<file path="config.mk">
export PLATFORM = sky130hd
export DESIGN_NAME = rgb_palette_lut_flat
export DESIGN_NICKNAME = d
export VERILOG_FILES = /design/src/rtl/rgb_pkg.sv /design/src/rtl/rgb_palette_lut_if.sv /design/src/rtl/palette_ram.sv /design/src/rtl/rgb_palette_lut.sv /design/src/flat_wrapper.sv
export SDC_FILE = /design/constraint.sdc
export NUM_CORES = 1
export LEC_CHECK = 0
export BUFFER_PORTS_ARGS = -buffer_cell sky130_fd_sc_hd__buf_2
export CAP_MARGIN = 15
export CORE_MARGIN = 2
export CORE_UTILIZATION = 50
export CTS_CLUSTER_DIAMETER = 100
export DETAILED_ROUTE_END_ITERATION = 7
export PLACE_DENSITY = 0.68
export SLEW_MARGIN = 20
export SYNTH_ARGS = -nofsm -noshare
export SYNTH_HDL_FRONTEND = slang
export SYNTH_SLANG_ARGS = --single-unit
</file>
<file path="constraint.sdc">
create_clock -name clk -period 2.5 [get_ports clk]
set_input_delay 0.125 -clock clk [delete_from_list [all_inputs] [get_ports clk]]
set_output_delay 0.125 -clock clk [all_outputs]
set_load 0.05 [all_outputs]
</file>
<file path="src/rtl/rgb_pkg.sv">
// rgb_pkg: shared FSM state type, default colour indices and the default palette rule
package rgb_pkg;
  typedef enum logic {INIT, RUN} state_t;
  localparam int BLACK   = 0;
  localparam int BLUE    = 1;
  localparam int GREEN   = 2;
  localparam int CYAN    = 3;
  localparam int RED     = 4;
  localparam int MAGENTA = 5;
  localparam int YELLOW  = 6;
  localparam int WHITE   = 7;
  // Result is left-padded to 96 bits; callers truncate to 3*ch_w (ch_w <= 32).
  function automatic logic [95:0] default_rgb(input int idx, input int ch_w);
    logic [95:0] ones;
    logic r, g, b;
    ones = (96'd1 << ch_w) - 96'd1;
    r = idx inside {RED, MAGENTA, YELLOW, WHITE};
    g = idx inside {GREEN, CYAN, YELLOW, WHITE};
    b = idx inside {BLUE, CYAN, MAGENTA, WHITE};
    if (idx < BLACK || idx > WHITE) return '0;
    return (r ? ones << (2 * ch_w) : '0) | (g ? ones << ch_w : '0) | (b ? ones : '0);
  endfunction
endpackage

</file>
<file path="src/rtl/rgb_palette_lut_if.sv">
// rgb_palette_lut_if: read stream, write port and status of the palette lookup
interface rgb_palette_lut_if #(parameter int ADDR_W = 3, parameter int CH_W = 8);
  logic in_valid, in_ready, out_valid, out_ready, wr_en, busy, wr_err;
  logic [ADDR_W-1:0] in_index, wr_addr;
  logic [3*CH_W-1:0] out_rgb, wr_data;
  modport master (
    output in_valid, in_index, out_ready, wr_en, wr_addr, wr_data,
    input  in_ready, out_valid, out_rgb, busy, wr_err
  );
  modport slave (
    input  in_valid, in_index, out_ready, wr_en, wr_addr, wr_data,
    output in_ready, out_valid, out_rgb, busy, wr_err
  );
endinterface

</file>
<file path="src/rtl/palette_ram.sv">
// palette_ram: simple dual-port RAM, one write port, read-first synchronous read with enable
module palette_ram #(
  parameter int ADDR_W = 3,
  parameter int DATA_W = 24
) (
  input  logic              clk,
  input  logic              we,
  input  logic [ADDR_W-1:0] waddr,
  input  logic [DATA_W-1:0] wdata,
  input  logic              re,
  input  logic [ADDR_W-1:0] raddr,
  output logic [DATA_W-1:0] rdata
);
  logic [DATA_W-1:0] mem [2**ADDR_W];
  always_ff @(posedge clk) begin
    if (we) mem[waddr] <= wdata;
    if (re) rdata <= mem[raddr];
  end
endmodule

</file>
<file path="src/rtl/rgb_palette_lut.sv">
// rgb_palette_lut: self-initialising, runtime-writable palette with a 2-stage valid/ready read path
module rgb_palette_lut
  import rgb_pkg::*;
#(
  parameter int ADDR_W = 3,
  parameter int CH_W   = 8
) (
  input logic clk,
  input logic rst,
  rgb_palette_lut_if.slave bus_io
);
  localparam int DEPTH  = 2**ADDR_W;
  localparam int DATA_W = 3 * CH_W;
  localparam logic [ADDR_W-1:0] LAST = ADDR_W'(DEPTH - 1);
  state_t state_q, state_d;
  logic [ADDR_W-1:0] init_ptr_q, init_ptr_d, ram_waddr;
  logic s1_valid_q, s1_valid_d, out_valid_q, out_valid_d, wr_err_q, wr_err_d;
  logic [DATA_W-1:0] out_rgb_q, out_rgb_d, ram_rdata, ram_wdata;
  logic in_run, adv, accept, ram_we;
  always_ff @(posedge clk) begin
    if (rst) begin
      state_q    <= INIT;
      init_ptr_q <= '0;
    end else begin
      state_q    <= state_d;
      init_ptr_q <= init_ptr_d;
    end
  end
  always_comb begin
    state_d    = (state_q == INIT && init_ptr_q == LAST) ? RUN : state_q;
    init_ptr_d = (state_q == INIT && init_ptr_q != LAST) ? init_ptr_q + 1'b1 : init_ptr_q;
  end
  // adv=0 freezes stage 1, the RAM read enable and the output register together.
  always_comb begin
    in_run      = state_q == RUN;
    adv         = !out_valid_q || bus_io.out_ready;
    accept      = bus_io.in_valid && in_run && adv;
    ram_we      = in_run ? bus_io.wr_en : 1'b1;
    ram_waddr   = in_run ? bus_io.wr_addr : init_ptr_q;
    ram_wdata   = in_run ? bus_io.wr_data : DATA_W'(default_rgb(int'(init_ptr_q), CH_W));
    s1_valid_d  = adv ? accept : s1_valid_q;
    out_valid_d = adv ? s1_valid_q : out_valid_q;
    out_rgb_d   = (adv && s1_valid_q) ? ram_rdata : out_rgb_q;
    wr_err_d    = wr_err_q || (!in_run && bus_io.wr_en);
  end
  always_ff @(posedge clk) begin
    if (rst) begin
      s1_valid_q  <= 1'b0;
      out_valid_q <= 1'b0;
      out_rgb_q   <= '0;
      wr_err_q    <= 1'b0;
    end else begin
      s1_valid_q  <= s1_valid_d;
      out_valid_q <= out_valid_d;
      out_rgb_q   <= out_rgb_d;
      wr_err_q    <= wr_err_d;
    end
  end
  palette_ram #(.ADDR_W(ADDR_W), .DATA_W(DATA_W)) u_ram (
    .clk  (clk),
    .we   (ram_we),
    .waddr(ram_waddr),
    .wdata(ram_wdata),
    .re   (accept),
    .raddr(bus_io.in_index),
    .rdata(ram_rdata)
  );
  assign bus_io.in_ready  = in_run && adv;
  assign bus_io.out_valid = out_valid_q;
  assign bus_io.out_rgb   = out_rgb_q;
  assign bus_io.busy      = !in_run;
  assign bus_io.wr_err    = wr_err_q;
endmodule

</file>
<file path="src/flat_wrapper.sv">
// flat-port wrapper written by rule: the top's interface ports become plain ports
module rgb_palette_lut_flat import rgb_pkg::*;
#(
  parameter int ADDR_W = 3,
  parameter int CH_W   = 8
)
  (clk, rst, bus_io_in_valid, bus_io_in_index, bus_io_out_ready, bus_io_wr_en, bus_io_wr_addr, bus_io_wr_data, bus_io_in_ready, bus_io_out_valid, bus_io_out_rgb, bus_io_busy, bus_io_wr_err);
  rgb_palette_lut_if #(.ADDR_W(ADDR_W), .CH_W(CH_W)) bus_io_i ();
  input logic clk;
  input logic rst;
  input wire logic [$bits(bus_io_i.in_valid)-1:0] bus_io_in_valid;
  input wire logic [$bits(bus_io_i.in_index)-1:0] bus_io_in_index;
  input wire logic [$bits(bus_io_i.out_ready)-1:0] bus_io_out_ready;
  input wire logic [$bits(bus_io_i.wr_en)-1:0] bus_io_wr_en;
  input wire logic [$bits(bus_io_i.wr_addr)-1:0] bus_io_wr_addr;
  input wire logic [$bits(bus_io_i.wr_data)-1:0] bus_io_wr_data;
  output wire logic [$bits(bus_io_i.in_ready)-1:0] bus_io_in_ready;
  output wire logic [$bits(bus_io_i.out_valid)-1:0] bus_io_out_valid;
  output wire logic [$bits(bus_io_i.out_rgb)-1:0] bus_io_out_rgb;
  output wire logic [$bits(bus_io_i.busy)-1:0] bus_io_busy;
  output wire logic [$bits(bus_io_i.wr_err)-1:0] bus_io_wr_err;
  assign bus_io_i.in_valid = bus_io_in_valid;
  assign bus_io_i.in_index = bus_io_in_index;
  assign bus_io_i.out_ready = bus_io_out_ready;
  assign bus_io_i.wr_en = bus_io_wr_en;
  assign bus_io_i.wr_addr = bus_io_wr_addr;
  assign bus_io_i.wr_data = bus_io_wr_data;
  assign bus_io_in_ready = bus_io_i.in_ready;
  assign bus_io_out_valid = bus_io_i.out_valid;
  assign bus_io_out_rgb = bus_io_i.out_rgb;
  assign bus_io_busy = bus_io_i.busy;
  assign bus_io_wr_err = bus_io_i.wr_err;
  rgb_palette_lut #(.ADDR_W(ADDR_W), .CH_W(CH_W)) u_core (.clk(clk), .rst(rst), .bus_io(bus_io_i));
endmodule
</file>
; ---- Word-level counts from Yosys, hierarchy flattened
; Memories as Yosys holds them, arrays and structs flattened. A register that Yosys moved wholly into a read port is not among the register bits.
; Cells that the tools add are included.
[totals]
ff_bits = 31
input_bits = 35
latchBits = 0
n_memories = 1
mem_bits_rw = 192
romBits = 0
[mem_list]
columns = name, words, word_bits, rd, rd_ports_with_merged_regs, write_ports, line
row1 = u_core.u_ram.mem, 8, 24, 1, 1, 1, palette_ram.sv:14  ; logic [DATA_W-1:0] mem [2**ADDR_W];
[op_classes]
n_eq_ne = 8
n_shift = 0
div = 0
n_mul = 0
addsub = 1
n_mux = 8
n_reduce_logical = 14
n_bitwise = 3
n_lt_le_gt_ge = 0
[op_table]
columns = operator, n
row1 = two-way mux 24 bit, 2
row2 = OR 24 bit, 2
row3 = two-way mux 16 bit, 1
row4 = "== test 3 bit, second input constant", 4
row5 = nonzero test 4 bit, 3
row6 = two-way mux 8 bit, 1
row7 = logical AND 1 bit, 7
row8 = "== test 3 x 2 -> 1 bit, second input constant", 2
row9 = "adder 3 x 1 -> 3 bit, second input constant", 1
row10 = "== test 3 x 1 -> 1 bit, second input constant", 1
row11 = two-way mux 1 bit, 3
row12 = two-way mux 3 bit, 1
row13 = "!= test 3 bit, second input constant", 1
row14 = logical NOT 1 bit, 2
row15 = logical OR 1 bit, 2
row16 = NOT 1 bit, 1

; ---- Depth between registers and ports, before layout
; Gate-level depths: netlist (run 1).
[depth]
ltp_word = 6
depth_mapped = 5
mapped_depth_nobuf = 5

; ---- Hierarchy
; From an unflattened synthesis (run 1), not the netlist that was laid out.
[hier_totals]
hier_cells = 516
area_unflattened_um2 = 9596.7
[by_module_without_submodules]
columns = mod, area_per_inst_um2, cells_each, instances, seq_area_each_um2
row1 = palette_ram, 8037.7, 314, 1, 6486.2
row2 = rgb_palette_lut, 1559.0, 202, 1, 620.6

; ---- Least setup slack after synthesis (run 1)
; No wires, ideal clock.
[synth_path]
kind = reg2reg
start = register u_core.state_q, in the netlist u_core.in_run
end = memory u_core.u_ram.mem[5][0] (enable)
path_stages_with_launch = 5
path_slack_ns = -0.061
t_arrival_ns = 2.157
path_buffers = 1
cell_sequence = dfxtp_1 > clkbuf_1 > inv_1 > a21oi_1 > nor2_1
[synth_between]
elab_chain_cells = 3
elab_cells_between_ends = 4
cone_classes = mux: 4
[synth_lines]
columns = element, line
row1 = from (decl), rgb_palette_lut.sv:15  ; state_t state_q, state_d;
row2 = from (signal assigned), rgb_palette_lut.sv:25  ; state_q <= state_d;
row3 = two-way mux 1 bit, rgb_palette_lut.sv:38  ; ram_we = in_run ? bus_io.wr_en : 1'b1;
row4 = two-way mux 1 bit, palette_ram.sv:16  ; if (we) mem[waddr] <= wdata;
row5 = two-way mux 1 bit (implied by the code), palette_ram.sv:16
row6 = to (decl), palette_ram.sv:14
; Several ways; a longest one is shown, not always the timed one.

; ---- Worst setup path in the final report (run 1)
[layout_path]
start = register u_core.init_ptr_q[0]
end = memory u_core.u_ram.mem[0][10], data pin
[layout_between]
elab_chain_cells = 6
elab_cells_between_ends = 9
cone_classes = eq/ne: 4 / mux: 2 / bitwise: 2 / reduce/logical: 1
[layout_lines]
columns = element, line
row1 = from (decl), rgb_palette_lut.sv:16  ; logic [ADDR_W-1:0] init_ptr_q, init_ptr_d, ram_waddr;
row2 = from (signal assigned), rgb_palette_lut.sv:26  ; init_ptr_q <= init_ptr_d;
row3 = == test 3 x 2 -> 1 bit / == test 3 bit (equally long branches), rgb_pkg.sv:18  ; g = idx inside {GREEN, CYAN, YELLOW, WHITE};
row4 = nonzero test 4 bit (*), rgb_pkg.sv:18
row5 = two-way mux 16 bit (*), rgb_pkg.sv:21  ; return (r ? ones << (2 * ch_w) : '0) | (g ? ones << ch_w : '0) | (b ? ones : '0);
row6 = OR 24 bit (*) (2 in series), rgb_pkg.sv:21
row7 = two-way mux 24 bit (*), rgb_palette_lut.sv:40  ; ram_wdata = in_run ? bus_io.wr_data : DATA_W'(default_rgb(int'(init_ptr_q), CH_W));
row8 = via u_core.ram_wdata[10], rgb_palette_lut.sv:18  ; logic [DATA_W-1:0] out_rgb_q, out_rgb_d, ram_rdata, ram_wdata;
; The timed path passes the listed nets; every way through them passes the cells marked *.

==> run_results.csv, run 1 <==
group,metric,value,unit
drt,vias,4889,
drt,routed_wl,18600,um
clock_tree,cts_resized,0,
sta,finalMaxSlewViolations,0,
placement,port_buffers,62,
outcome,status,"completed",
placement,dp_slack,0.499,ns
sta,worst_pin_slew,0.728,ns
sta,rsz0062_at_grt,"no",
sta,layout_setup_ws,0.488,ns
synthesis,syn-num-nets,544,
floorplanning,die_h,142,um
layout,nNetsFinal,630,
layout,num-fill-cells,1377,
placement,dp_cells,794,
clock_tree,clk_pin_slew,0.06,ns
sta,period_minus_slack,2.01,ns
placement,place_congestion,0.823,
setup_path,regToRegSetupSlack,0.49,ns
placement,dp_hpwl,11300,um
layout,layout.cells.non_filler,841,
setup_path,timing.rr.start,"u_core.init_ptr_q[0]$_SDFFE_PP0P_",
setup_path,worstPathRequired,2.82,ns
setup_path,slowest_delay,0.56,ns
drt,first_pass_iters,4,
clock_tree,cts_root_buffer,"clkbuf_16",
setup_path,crit_arrival,2.33,ns
clock_tree,cts_setup_buffers,0,
setup_path,crit_start,"u_core.init_ptr_q[0]$_SDFFE_PP0P_",
floorplanning,start_util,51.0,%
synthesis,avgSynthCellArea,19.0,um^2
drt,drc,0,
setup_path,worstPathMaxFanout,8,
setup_path,crit_buf_inv,0,
min_path,min_path_type,"primary input to flip-flop",
drt,drt-initial-drc-count,425,
floorplanning,rows,50,
sta,period_share,80.5,%
setup_path,crit_type,"flip-flop to flip-flop",
floorplanning,core,18700,um^2
sta,finalSetupViolCount,0,
setup_path,critPathTopFamily,"simple AND/OR/NAND/NOR gates",
sta,hold_viol_final,0,
clock_tree,h-tree-depth,1,
synthesis,ys_warn_count,0,
clock_tree,clock_path_buffers,3,
synthesis,synth_cell_types,29,
floorplanning,die_area,20200,um^2
sta,skew,0.00902,ns
synthesis,syn_area,9550,um^2
clock_tree,clk_latency,0.50,ns
synthesis,synth_cells,503,
power,peakVddDrop,0.452,mV
min_path,worstHoldStart,"bus_io_wr_data[7]",
synthesis,ys_ff_latch,247,
global_routing,grt_pass1_vias,4993,
setup_path,cpMostUsedCell,"ha_1",
clock_tree,cts_buffers,25,
sta,fmax,497,MHz
layout,syn_to_final_growth,16.2,%
floorplanning,ios,63,
global_routing,antenna_found_initial,0,
global_routing,grt_overflow_total,0,
setup_path,cp-start-kind,"flip-flop",
setup_path,path_cells,"ha_1 > ha_1 > nor3_1 > nor2_1 > a21o_1",
layout,drive_gt1_share,33.3,%
power,leakage,4.03,nW
setup_path,endpoint_kind,"flip-flop",
drt,postRouteAntennaNets,0,
global_routing,grt_first_pass_wirelength,28800,um
flow_run,drv_cap,0,
clock_tree,cts_tree,"built",
setup_path,crit_slowest_cell,"nor2_1",
drt,vias_per_cell,5.81,
power,powerDensity,859,nW/um^2
sta,worst_hold_slack,0.0527,ns
clock_tree,clock_sinks,247,
synthesis,synth_seq_area_share,74.4,%
drt,wire_per_inst,22.2,um
layout,num_antenna_cells,0,
sta,slew_headroom,51.3,%
floorplanning,die_x,142,um
global_routing,grt.total_usage,19.1,%
global_routing,grt_max_degree,49,
## timing repair
item	CTS	global route
endpoints found under the hold margin	2	0
hold buffers	2	0
endpoints found under the setup margin	0	0
## Yosys cell counts
master / instances / area [um^2]
clkbuf_1: 19 / 71.3
buf_12: 2 / 40.0
buf_1: 1 / 3.75
a31oi_1: 1 / 6.26
buf_6: 1 / 11.3
ha_1: 6 / 75.1
and3b_1: 2 / 17.5
a211oi_1: 1 / 7.51
a2bb2oi_1: 1 / 8.76
inv_1: 6 / 22.5
nor4_1: 1 / 6.26
a32oi_1: 1 / 8.76
xnor2_1: 1 / 8.76
edfxtp_1: 216 / 6490
nand2b_1: 1 / 6.26
mux4_2: 48 / 1080
nand3_1: 25 / 125
nand2_1: 3 / 11.3
a21o_1: 24 / 180
nor2b_1: 2 / 12.5
mux2_2: 9 / 101
dfxtp_1: 31 / 621
and3_1: 1 / 6.26
a21oi_1: 31 / 155
nor3_1: 4 / 20.0
mux2_4: 15 / 225
buf_2: 7 / 35.0
o21ai_0: 25 / 125
nor2_1: 18 / 67.6
## registers in the layout (all words and copies together), names as in the netlist
register,flops
u_core.bus_io.out_rgb,24
u_core.bus_io.out_valid,1
u_core.bus_io.wr_err,1
u_core.in_run,1
u_core.init_ptr_q,3
u_core.s1_valid_q,1
u_core.u_ram.mem,192
u_core.u_ram.rdata,24
## path summary, 6_finish.rpt
check | cells after the start | endpoint
worst max-delay path | 5 | u_core.u_ram.mem[0][10]$_DFFE_PP_
worst min-delay path | 2 | u_core.u_ram.mem[5][7]$_DFFE_PP_
worst max register to register | 5 | u_core.u_ram.mem[0][10]$_DFFE_PP_
worst min register to register | 2 | u_core.bus_io.out_rgb[4]$_SDFFE_PP0P_
## routing by layer
layer / share of wire [%] / track usage [%] / routed length [um] / vias up
li1: - / - / - / 2194
met1: 42 / 25.6 / 7910 / 2517
met2: 51 / 32.5 / 9440 / 150
met3: 5.2 / 3.40 / 964 / 28
met4: 1.8 / 5.32 / 330 / 0
met5: 0 / 0 / 0 / -
## layout make-up
cell class	instances	area, um^2	share of cell area, %
sequential	247	7110	64.1
timing repair buffer	89	568	5.12
clock buffer	31	658	5.93
inverter	6	22.5	0.203
clock inverter	14	168	1.51
multi-input combinational	220	2280	20.5
tap	234	293	2.64
## cell usage in the layout (no fill, tap or decap), drive strengths merged, types with 18 or more instances in the layout
cell and count:
clkbuf 31, nand3 25, a21oi 31, edfxtp 216
nor2 18, mux4 48, mux2 24, o21ai 25
dfxtp 31, buf 87, a21o 24
## cell families (layout without fill, tap and decap cells)
kind of cell / Yosys count / count (layout) / share of synthesized area [%]
fa+ha+maj: 6 / 6 / 0.786
buf+inv: 36 / 140 / 1.93
xor+xnor: 1 / 1 / 0.0918
simple gates: 57 / 57 / 2.86
flops: 247 / 247 / 74.4
mux: 72 / 72 / 14.7
compound gates: 84 / 84 / 5.15
## where the power goes
| part | switching (mW) | total [mW] | internal [mW] |
|---|---|---|---|
| combinational | 0.488 | 0.840 | 0.352 |
| sequential | 0.0697 | 4.99 | 4.92 |
| clock | 1.43 | 3.70 | 2.27 |
## per-stage QoR
step	power, mW	setup TNS (ns)	utilization (%)	cell area, um^2
after global routing	9.86	0	59.3	11100
after global placement	5.87	0	54.8	10200
after floorplan	5.61	-11.40	-	9550
after detailed placement	5.92	0	54.8	10200
after CTS	9.62	0	59.3	11100
final	9.53	0	59.3	11100
Power figures use the tool's default switching activity.
==> run 2, diff against run 1 <==
clock period = 2 ns   (was 2.5 ns; I/O delays follow)
==> run_results.csv, run 2 (same netlist as run 1, synthesis figures left out) <==
group,metric,value,unit
outcome,status,"completed",
drt,wl_met3,1110,um
layout,top_register,"u_core.u_ram.mem",
setup_path,crit_slowest_cell,"dfxtp_1",
sta,skew,0.00752,ns
clock_tree,cts_root_buffer,"clkbuf_16",
global_routing,grt_overflow_total,0,
layout,num_antenna_cells,0,
min_path,min_path_type,"primary input to flip-flop",
clock_tree,cts_setup_buffers,0,
setup_path,path_cells,"ha_1 > ha_2 > nor4_4 > nor3_2 > buf_4 > a21o_1",
drt,vias,4833,
clock_tree,cts_buffers,25,
clock_tree,clk_latency,0.52,ns
power,swShare,21.4,%
power,seq_power_share,52.7,%
global_routing,grt.total_usage,19.1,%
floorplanning,ios,63,
drt,wire_per_inst,22.3,um
floorplanning,rows,50,
layout,drive_gt1_share,34.3,%
setup_path,crit_type,"flip-flop to flip-flop",
layout,largest_register_ff_count,192,
setup_path,cp-start-kind,"flip-flop",
power,p_comb_share,9.5,%
clock_tree,clock_path_buffers,3,
setup_path,crit_buf_inv,1,
drt,first_pass_iters,5,
power,net-switching-power,2.53,mW
layout,final_common_cell,"edfxtp_1",
drt,wl_met1,7880,um
global_routing,antenna_found_initial,0,
sta,finalSetupViolCount,0,
setup_path,critPathTopFamily,"adder cells",
layout,layout_common_cells,"216 x edfxtp_1, 62 x buf_2, 48 x mux4_2, 31 x a21oi_1, 31 x dfxtp_1",
placement,place_congestion,0.762,
drt,vias_per_cell,5.73,
sta,period_share,92.8,%
placement,dp_slack,-0.0457,ns
sta,period_minus_slack,1.86,ns
sta,worst_pin_slew,0.869,ns
sta,layout_setup_ws,0.145,ns
floorplanning,die_x,142,um
layout,num-fill-cells,1358,
sta,fmax,539,MHz
global_routing,grt_pass1_vias,4923,
setup_path,worstPathMaxFanout,8,
drt,dr.max_layer_used,"met4",
clock_tree,clock_sinks,247,
power,powerDensity,1050,nW/um^2
min_path,hold_depth,2,
sta,finalMaxSlewViolations,0,
drt,drc,0,
power,peakVddDrop,0.474,mV
layout,layout.cells.non_filler,843,
layout,syn_to_final_growth,17.6,%
floorplanning,die_area,20200,um^2
power,p_clk_share,37.7,%
setup_path,r2r_end,"u_core.u_ram.mem[1][17]$_DFFE_PP_",
layout,regArea,7110,um^2
power,leakage,4.06,nW
min_path,worstHoldStart,"bus_io_wr_data[20]",
setup_path,endpoint_kind,"flip-flop",
power,internal_power,9.29,mW
sta,slew_headroom,42.0,%
layout,utilization,60.0,%
drt,wl_met2,9430,um
min_path,hold_end,"u_core.u_ram.mem[6][20]$_DFFE_PP_",
setup_path,timing.rr.start,"u_core.init_ptr_q[0]$_SDFFE_PP0P_",
clock_tree,h-tree-depth,1,
clock_tree,cts_tree,"built",
setup_path,r2r_cells,6,
sta,rsz0062_at_grt,"no",
setup_path,worstSetupPathDepth,6,
drt,routed_wl,18800,um
flow_run,drv_cap,0,
layout,nNetsFinal,631,
layout,multi_input_area,2340,um^2
global_routing,grt_max_degree,49,
setup_path,worstPathRequired,2.24,ns
global_routing,grt_first_pass_wirelength,28600,um
setup_path,regToRegSetupSlack,0.14,ns
floorplanning,die_h,142,um
placement,port_buffers,62,
placement,dp_cells,795,
sta,hold_viol_final,0,
setup_path,slowest_delay,0.35,ns
floorplanning,core,18700,um^2
drt,drt-initial-drc-count,448,
placement,dp_hpwl,11000,um
floorplanning,start_util,51.0,%
setup_path,crit_arrival,2.10,ns
clock_tree,clk_pin_slew,0.06,ns
drt,postRouteAntennaNets,0,
run 2: how the worst max path moves through the flow:
stage                                       from                           endpoint  slack (ns)
2_1_floorplan         u_core.in_run$_SDFFE_PP0P_   u_core.u_ram.mem[4][0]$_DFFE_PP_       -0.12
3_3_place_gp   u_core.init_ptr_q[0]$_SDFFE_PP0P_  u_core.u_ram.mem[2][18]$_DFFE_PP_        0.06
3_5_place_dp   u_core.init_ptr_q[0]$_SDFFE_PP0P_  u_core.u_ram.mem[1][13]$_DFFE_PP_       -0.05
4_1_cts        u_core.init_ptr_q[0]$_SDFFE_PP0P_   u_core.u_ram.mem[1][4]$_DFFE_PP_        0.03
5_1_grt               u_core.in_run$_SDFFE_PP0P_  u_core.u_ram.mem[6][23]$_DFFE_PP_        0.03
6_report       u_core.init_ptr_q[0]$_SDFFE_PP0P_  u_core.u_ram.mem[1][17]$_DFFE_PP_        0.14
run 2: area by class of cell:
| type | instances | share of cell area [%] |
|---|---|---|
| Tap cell | 234 | 2.61 |
| Inverter | 6 | 0.201 |
| Sequential cell | 247 | 63.3 |
| Multi-Input combinational cell | 220 | 20.9 |
| Timing Repair Buffer | 90 | 5.90 |
| Clock buffer | 37 | 6.52 |
| Clock inverter | 9 | 0.624 |
run 2: layer usage:
metal  vias up  global-route usage, %
li1       2201                      -
met1      2448                   26.9
met2       147                   31.9
met3        37                   2.39
met4         0                   5.26
met5         -                      0
run 2: power groups by stage:
stage	clock, mW	combinational [mW]	sequential (mW)
6_report	4.46	1.12	6.23
5_1_grt	4.73	1.22	6.26
4_1_cts	4.54	1.13	6.24
3_5_place_dp	0	1.12	6.34
3_3_place_gp	0	1.09	6.31
2_1_floorplan	0	0.719	6.31
run 2: stage by stage:
step | area, um^2 | power (mW) | hold slack [ns] | setup TNS, ns
2_1_floorplan | 9610 | 7.03 | 0.173 | -21.56
3_3_place_gp | 10400 | 7.40 | 0.376 | 0
3_5_place_dp | 10400 | 7.46 | 0.396 | -0.794
4_1_cts | 11200 | 11.9 | 0.0133 | 0
5_1_grt | 11200 | 12.2 | 0.0444 | 0
6_report | 11200 | 11.8 | 0.0282 | 0
run 2: repair_timing:
action | in CTS | in global routing
resized for setup | 1 | 5
hold buffers | 2 | 0
endpoints found under the setup margin | 64 | 112
endpoints found under the hold margin | 2 | 0
pin swaps | 0 | 1
